===== src/rtl/float_pkg.sv =====
// Shared float types and helpers for the streaming float arithmetic units.
// The helpers take the field widths as arguments and return 64-bit words that callers size-cast.
package float_pkg;

  typedef enum logic [1:0] {FC_ZERO, FC_NORM, FC_INF, FC_NAN} float_class_t;

  typedef struct packed {
    logic invalid;
    logic overflow;
    logic underflow;
    logic inexact;
  } float_flags_t;

  function automatic int bias(input int exp_w);
    return (1 << (exp_w - 1)) - 1;
  endfunction

  function automatic logic [63:0] pack(input logic s, input logic [63:0] e, input logic [63:0] m,
                                       input int exp_w, input int man_w);
    logic [63:0] emask;
    logic [63:0] mmask;
    emask = (64'd1 << exp_w) - 64'd1;
    mmask = (64'd1 << man_w) - 64'd1;
    return (64'(s) << (exp_w + man_w)) | ((e & emask) << man_w) | (m & mmask);
  endfunction

  function automatic logic [63:0] qnan(input int exp_w, input int man_w);
    return pack(1'b0, 64'hFFFF_FFFF_FFFF_FFFF, 64'd1 << (man_w - 1), exp_w, man_w);
  endfunction

endpackage


===== src/rtl/float_round_pack.sv =====
// Combinational normalise / round-to-nearest-even / special-result select for a raw product.
module float_round_pack
  import float_pkg::*;
#(
  parameter int EXP_W = 8,
  parameter int MAN_W = 23,
  localparam int FW = 1 + EXP_W + MAN_W,
  localparam int PW = 2 * MAN_W + 2
) (
  input  logic                    i_sign,
  input  logic signed [EXP_W+1:0] i_exp,
  input  logic [PW-1:0]           i_prod,
  input  float_class_t            i_cls,
  output logic [FW-1:0]           o_res,
  output float_flags_t            o_flags
);
  localparam logic [FW-1:0] QNAN = FW'(qnan(EXP_W, MAN_W));
  localparam logic signed [EXP_W+1:0] EMAX = $signed({2'b00, {EXP_W{1'b1}}});

  logic [PW-1:0]           w_norm;
  logic signed [EXP_W+1:0] w_exp_n, w_exp_f;
  logic [MAN_W:0]          w_mant;
  logic                    w_g, w_r, w_s, w_inc, w_ovf, w_uf;
  logic [MAN_W+1:0]        w_rnd;
  logic [MAN_W-1:0]        w_frac;

  // Product lies in [1,4): align the leading one to the top bit.
  assign w_norm  = i_prod[PW-1] ? i_prod : {i_prod[PW-2:0], 1'b0};
  assign w_exp_n = i_exp + {{(EXP_W+1){1'b0}}, i_prod[PW-1]};
  assign w_mant  = w_norm[PW-1:MAN_W+1];
  assign w_g     = w_norm[MAN_W];
  assign w_r     = w_norm[MAN_W-1];
  assign w_s     = |w_norm[MAN_W-2:0];
  assign w_inc   = w_g & (w_r | w_s | w_mant[0]);
  assign w_rnd   = {1'b0, w_mant} + {{(MAN_W+1){1'b0}}, w_inc};
  assign w_frac  = w_rnd[MAN_W+1] ? w_rnd[MAN_W:1] : w_rnd[MAN_W-1:0];
  assign w_exp_f = w_exp_n + {{(EXP_W+1){1'b0}}, w_rnd[MAN_W+1]};
  assign w_ovf   = (w_exp_f >= EMAX);
  assign w_uf    = w_exp_f[EXP_W+1] | (w_exp_f == '0);

  always_comb begin
    o_flags = '0;
    o_res   = FW'(pack(i_sign, 64'(w_exp_f), 64'(w_frac), EXP_W, MAN_W));
    case (i_cls)
      FC_NAN: begin
        o_res = QNAN;
        o_flags.invalid = 1'b1;
      end
      FC_INF:  o_res = {i_sign, {EXP_W{1'b1}}, {MAN_W{1'b0}}};
      FC_ZERO: o_res = {i_sign, {(FW-1){1'b0}}};
      default: begin
        if (w_ovf) begin
          o_res = {i_sign, {EXP_W{1'b1}}, {MAN_W{1'b0}}};
          o_flags.overflow = 1'b1;
          o_flags.inexact  = 1'b1;
        end else if (w_uf) begin
          o_res = {i_sign, {(FW-1){1'b0}}};
          o_flags.underflow = 1'b1;
          o_flags.inexact   = 1'b1;
        end else begin
          o_flags.inexact = w_g | w_r | w_s;
        end
      end
    endcase
  end

endmodule


===== src/rtl/float_mul_stream.sv =====
// Streaming float multiplier: capture -> unpack -> multiply -> round/pack, global stall on backpressure.
module float_mul_stream
  import float_pkg::*;
#(
  parameter int EXP_W = 8,
  parameter int MAN_W = 23,
  parameter int TAG_W = 4,
  localparam int FW = 1 + EXP_W + MAN_W
) (
  input  logic             clk,
  input  logic             rst,
  input  logic             in_valid,
  output logic             in_ready,
  input  logic [FW-1:0]    a,
  input  logic [FW-1:0]    b,
  input  logic [TAG_W-1:0] in_tag,
  output logic             out_valid,
  input  logic             out_ready,
  output logic [FW-1:0]    out,
  output logic [TAG_W-1:0] out_tag,
  output logic [3:0]       out_flags,
  output logic             busy
);
  localparam int STAGES = 3;
  localparam int PW = 2 * MAN_W + 2;
  localparam logic [EXP_W+1:0] BIAS = (EXP_W+2)'(bias(EXP_W));

  typedef struct packed {
    logic [FW-1:0]    a;
    logic [FW-1:0]    b;
    logic [TAG_W-1:0] tag;
  } s0_t;

  typedef struct packed {
    logic             sign;
    logic [EXP_W+1:0] exp;
    logic [MAN_W:0]   ma;
    logic [MAN_W:0]   mb;
    float_class_t     cls;
    logic [TAG_W-1:0] tag;
  } s1_t;

  typedef struct packed {
    logic             sign;
    logic [EXP_W+1:0] exp;
    logic [PW-1:0]    prod;
    float_class_t     cls;
    logic [TAG_W-1:0] tag;
  } s2_t;

  logic [STAGES:0]  r_vld_pipe;
  s0_t              r_s0;
  s1_t              r_s1, w_s1;
  s2_t              r_s2, w_s2;
  logic [FW-1:0]    r_out, w_res;
  logic [TAG_W-1:0] r_out_tag;
  float_flags_t     r_flags, w_flags;
  float_class_t     w_ca, w_cb;
  logic             w_stall;

  function automatic float_class_t classify(input logic [EXP_W-1:0] e, input logic [MAN_W-1:0] f);
    if (e == '0) return FC_ZERO;
    if (&e) return (f != '0) ? FC_NAN : FC_INF;
    return FC_NORM;
  endfunction

  assign w_ca = classify(r_s0.a[FW-2:MAN_W], r_s0.a[MAN_W-1:0]);
  assign w_cb = classify(r_s0.b[FW-2:MAN_W], r_s0.b[MAN_W-1:0]);

  // Denormals classify as zero, so the hidden bit can be forced to 1 unconditionally.
  always_comb begin
    w_s1.sign = r_s0.a[FW-1] ^ r_s0.b[FW-1];
    w_s1.exp  = {2'b00, r_s0.a[FW-2:MAN_W]} + {2'b00, r_s0.b[FW-2:MAN_W]} - BIAS;
    w_s1.ma   = {1'b1, r_s0.a[MAN_W-1:0]};
    w_s1.mb   = {1'b1, r_s0.b[MAN_W-1:0]};
    w_s1.tag  = r_s0.tag;
    if (w_ca == FC_NAN || w_cb == FC_NAN ||
        (w_ca == FC_INF && w_cb == FC_ZERO) || (w_ca == FC_ZERO && w_cb == FC_INF))
      w_s1.cls = FC_NAN;
    else if (w_ca == FC_INF || w_cb == FC_INF)
      w_s1.cls = FC_INF;
    else if (w_ca == FC_ZERO || w_cb == FC_ZERO)
      w_s1.cls = FC_ZERO;
    else
      w_s1.cls = FC_NORM;
  end

  always_comb begin
    w_s2.sign = r_s1.sign;
    w_s2.exp  = r_s1.exp;
    w_s2.prod = r_s1.ma * r_s1.mb;
    w_s2.cls  = r_s1.cls;
    w_s2.tag  = r_s1.tag;
  end

  float_round_pack #(.EXP_W(EXP_W), .MAN_W(MAN_W)) u_round_pack (
    .i_sign  (r_s2.sign),
    .i_exp   ($signed(r_s2.exp)),
    .i_prod  (r_s2.prod),
    .i_cls   (r_s2.cls),
    .o_res   (w_res),
    .o_flags (w_flags)
  );

  assign w_stall = r_vld_pipe[STAGES] & ~out_ready;

  always_ff @(posedge clk) begin
    if (rst) begin
      r_vld_pipe <= '0;
      r_s0       <= '0;
      r_s1       <= '0;
      r_s2       <= '0;
      r_out      <= '0;
      r_out_tag  <= '0;
      r_flags    <= '0;
    end else if (!w_stall) begin
      r_vld_pipe <= {r_vld_pipe[STAGES-1:0], in_valid};
      r_s0       <= {a, b, in_tag};
      r_s1       <= w_s1;
      r_s2       <= w_s2;
      if (r_vld_pipe[STAGES-1]) begin
        r_out     <= w_res;
        r_out_tag <= r_s2.tag;
        r_flags   <= w_flags;
      end
    end
  end

  assign in_ready  = ~w_stall;
  assign out_valid = r_vld_pipe[STAGES];
  assign out       = r_out;
  assign out_tag   = r_out_tag;
  assign out_flags = r_flags;
  assign busy      = |r_vld_pipe;

endmodule


===== config.mk =====
export PLATFORM = sky130hd
export DESIGN_NAME = float_mul_stream
export DESIGN_NICKNAME = d
export VERILOG_FILES = /design/src/rtl/float_pkg.sv /design/src/rtl/float_round_pack.sv /design/src/rtl/float_mul_stream.sv
export SDC_FILE = /design/constraint.sdc
export NUM_CORES = 2
export LEC_CHECK = 0
export ABC_AREA = 1
export BUFFER_PORTS_ARGS = -buffer_cell sky130_fd_sc_hd__buf_4
export CAP_MARGIN = 20
export CORE_ASPECT_RATIO = 0.9
export CORE_MARGIN = 2
export CORE_UTILIZATION = 35
export CTS_CLUSTER_SIZE = 10
export DETAILED_ROUTE_END_ITERATION = 12
export GPL_ROUTABILITY_DRIVEN = 0
export PLACE_DENSITY = 0.53
export SLEW_MARGIN = 30
export SYNTH_ARGS = -nofsm -noshare
export SYNTH_HDL_FRONTEND = slang
export SYNTH_SLANG_ARGS = --single-unit

===== constraint.sdc =====
create_clock -name clk -period 6.9 [get_ports clk]
set_input_delay 1.035 -clock clk [delete_from_list [all_inputs] [get_ports clk]]
set_output_delay 1.035 -clock clk [all_outputs]
set_load 0.02 [all_outputs]

==> flow_metrics.tcl <==
set metrics [dict create \
    status "complete, no violations" \
    ant_nets 0 \
    antenna_found_initial 1 \
    dp_hpwl_um 70300 \
    ys_seq_elements 241 \
    fp.dieArea_um2 90600 \
    track_usage 0.197 \
    cts_num_sinks 241 \
    tns_ps 0 \
    ys_warn_count 0 \
    fin_nets 5011 \
    clock_power_share 0.335 \
    worstSkewPairLatency_ps 620 \
    worst_slack_ps 355 \
    fin_hold_ws_ps 465 \
    report.final.slew_viol_count 0 \
    peakVddDrop_mv 0.198 \
    min_period_over_period 0.949 \
    post-place-cells 5386 \
    die_h_um 286 \
    p_seq_frac 0.347 \
    synthArstFlopShare 0 \
    avgSynthCellArea_um2 7.27 \
    vias 25629 \
    gr-total-overflow 0 \
    synth_nets 4997 \
    worst_hold_path.endpoint "out[20]$_SDFFE_PP0P_" \
    ys_top_cells_by_area "fa_1, dfxtp_1, inv_1, nand2_1, ha_1" \
    ys_seq_area_frac 0.156 \
    hold_viol 0 \
    arrival_ps 7030 \
    cts_resized 0 \
    cts-buffers-inserted 31 \
    synth_edf_count 0 \
    syn2layout_area_growth_pct 10.2 \
    tightest_slew_ps 858 \
    fin_crit_ps 6540 \
    cts.path.max_buffers 3 \
    fin_cells 5433 \
    yosysUniqueCellTypes 42 \
    ys.flop_type "dfxtp_1" \
    cts_root_buf "clkbuf_16" \
    path_class "flop to flop" \
    leakage_nw 19.0 \
    p_per_area_nw_per_um2 139 \
    hold_depth 2 \
    cts_setup_buffers 0 \
    critPathCaptureType "flop" \
    grt_pass1_vias 26669 \
    grt_first_pass_wirelength_um 144000 \
    grt_max_degree 187 \
    p_int_mw 2.97 \
    layout_commonest_cell "inv_1" \
    p_comb_frac 0.318 \
    cts.clk_slew.worst_paths_ps 60 \
    cp-start-kind "flop" \
    fin_total_pwr_mw 4.72 \
    yosysTopAreaCellShare 0.314 \
    timing.fmax_mhz 153 \
    routed_wl_um 85800 \
    drt_first_pass_iters 5 \
    cp_max_fo 11 \
    layout_common_cells "inv_1, nand2_1, fa_1, nor2_1, o21ai_0" \
    drtIter0Drc 1565 \
    start_util 0.353 \
    syn_inst 4250 \
    p_switching_mw 1.75 \
    syn_area_um2 30900 \
    cts_hold_buf 0 \
    dp_slack_ps 132 \
    cts_tree "built" \
    switching_share 0.370 \
    drive_above_1_share 0.0744 \
    rsz0062_at_grt "false" \
    viasPerCell 4.72 \
    drv_cap 0 \
    finalSetupViolCount 0 \
    ff2ff_setup_slack_ps 360 \
    hold_class "flop to flop" \
    hp-start "out[20]$_SDFFE_PP0P_" \
    synth_top_cell_by_area "fa_1" \
    reg2reg_depth 23 \
    drc 0 \
    rr_endpoint "r_s2[49]$_SDFFE_PP0N_" \
    wl_per_cell_um 15.8 \
    fp.dieW_um 317 \
    num_rows 103 \
    critPathRequiredTime_ps 7380 \
    coreArea_um2 87500 \
    htreeDepth 1 \
    numPortBuffers 114 \
    clock-skew-final_ps 46.0 \
    max-slew-margin-rel 0.428 \
    timing.rr.start "r_s1[22]$_SDFFE_PP0N_" \
    io-pin-count 115 \
]
[routing by layer]
metal	GRT usage	wire length, um	vias up
met2	0.325	39300	544
li1	-	-	12530
met5	0	0	-
met4	0.0460	2030	0
met1	0.277	40600	12456
met3	0.0212	3780	99
[how the worst max path moves through the flow]
stage	from	to	slack (ps)	cells after the start
6_report	r_s1[22]$_SDFFE_PP0N_	r_s2[49]$_SDFFE_PP0N_	360	23
5_1_grt	r_s1[24]$_SDFFE_PP0N_	r_s2[49]$_SDFFE_PP0N_	5	25
4_1_cts	r_s1[42]$_SDFFE_PP0N_	r_s2[49]$_SDFFE_PP0N_	70	23
3_5_place_dp	r_s1[42]$_SDFFE_PP0N_	r_s2[49]$_SDFFE_PP0N_	130	23
3_3_place_gp	r_s1[42]$_SDFFE_PP0N_	r_s2[49]$_SDFFE_PP0N_	110	23
2_1_floorplan	r_s1[43]$_SDFFE_PP0N_	r_s2[45]$_SDFFE_PP0N_	850	28
[layout make-up]
class	count	area [um2]
Clock inverter	9	115
Timing Repair Buffer	208	1650
Antenna cell	1	2.50
Tap cell	1155	1450
Clock buffer	37	828
Fill cell	9274	53500
Multi-Input combinational cell	2724	21200
Sequential cell	241	4850
Inverter	1058	3980
[per-stage QoR]
| step | instance area [um2] | util |
|---|---|---|
| floorplan | 30900 | - |
| global placement | 33100 | 0.378 |
| detailed placement | 33100 | 0.378 |
| CTS | 34000 | 0.389 |
| global route | 34000 | 0.389 |
| finish | 34000 | 0.389 |
[synth_stat cells, types with 17 or more instances]
cell type / number
a21oi_1: 193
clkbuf_1: 204
dfxtp_1: 241
fa_1: 484
ha_1: 191
inv_1: 1050
nand2_1: 991
nand3_1: 103
nand4_1: 36
nor2_1: 310
nor3_1: 17
o21ai_0: 254
o21bai_1: 29
xor2_1: 30
[power by group through the flow]
stage | registers, mW | logic [mW] | clock network [mW]
final | 1.64 | 1.50 | 1.58
after global routing | 1.65 | 1.73 | 1.67
after CTS | 1.64 | 1.52 | 1.62
after detailed placement | 1.66 | 1.51 | 0
after global placement | 1.67 | 1.51 | 0
after floorplan | 1.59 | 1.06 | 0
[critical path, stage by stage, from the launching register on]
cell	delay, ps
dfxtp_1	680
buf_4	310
nand2_1	90
fa_1	530
fa_1	450
fa_1	510
fa_1	490
inv_1	50
fa_1	460
fa_1	500
inv_1	50
fa_1	480
inv_1	40
ha_1	370
a21oi_1	260
o21ai_0	230
a21oi_1	310
nor2_1	80
nor3_1	200
nand2_1	80
nand2_1	60
nand3_1	60
nand2_1	80
inv_1	40
[cells by family (layout without fill, tap and decap cells)]
logic type | Yosys count | after routing | share of synthesized area
and+or+nand+nor | 1497 | 1497 | 0.194
adders and majority gates | 675 | 675 | 0.391
xor gates and xnor gates | 37 | 37 | 0.0105
DFF | 241 | 241 | 0.156
AOI/OAI and AO/OA | 515 | 515 | 0.0889
buffers and inverters | 1285 | 1312 | 0.159
other | 0 | 1 | 0
[sequential cells by signal, indices dropped and copies added (netlist names)]
| signal | count |
|---|---|
| r_s1 | 64 |
| out | 32 |
| r_s0 | 68 |
| out_tag | 4 |
| r_vld_pipe | 4 |
| r_s2 | 65 |
| out_flags | 4 |
No activity file was read; power rests on OpenSTA's default activity.
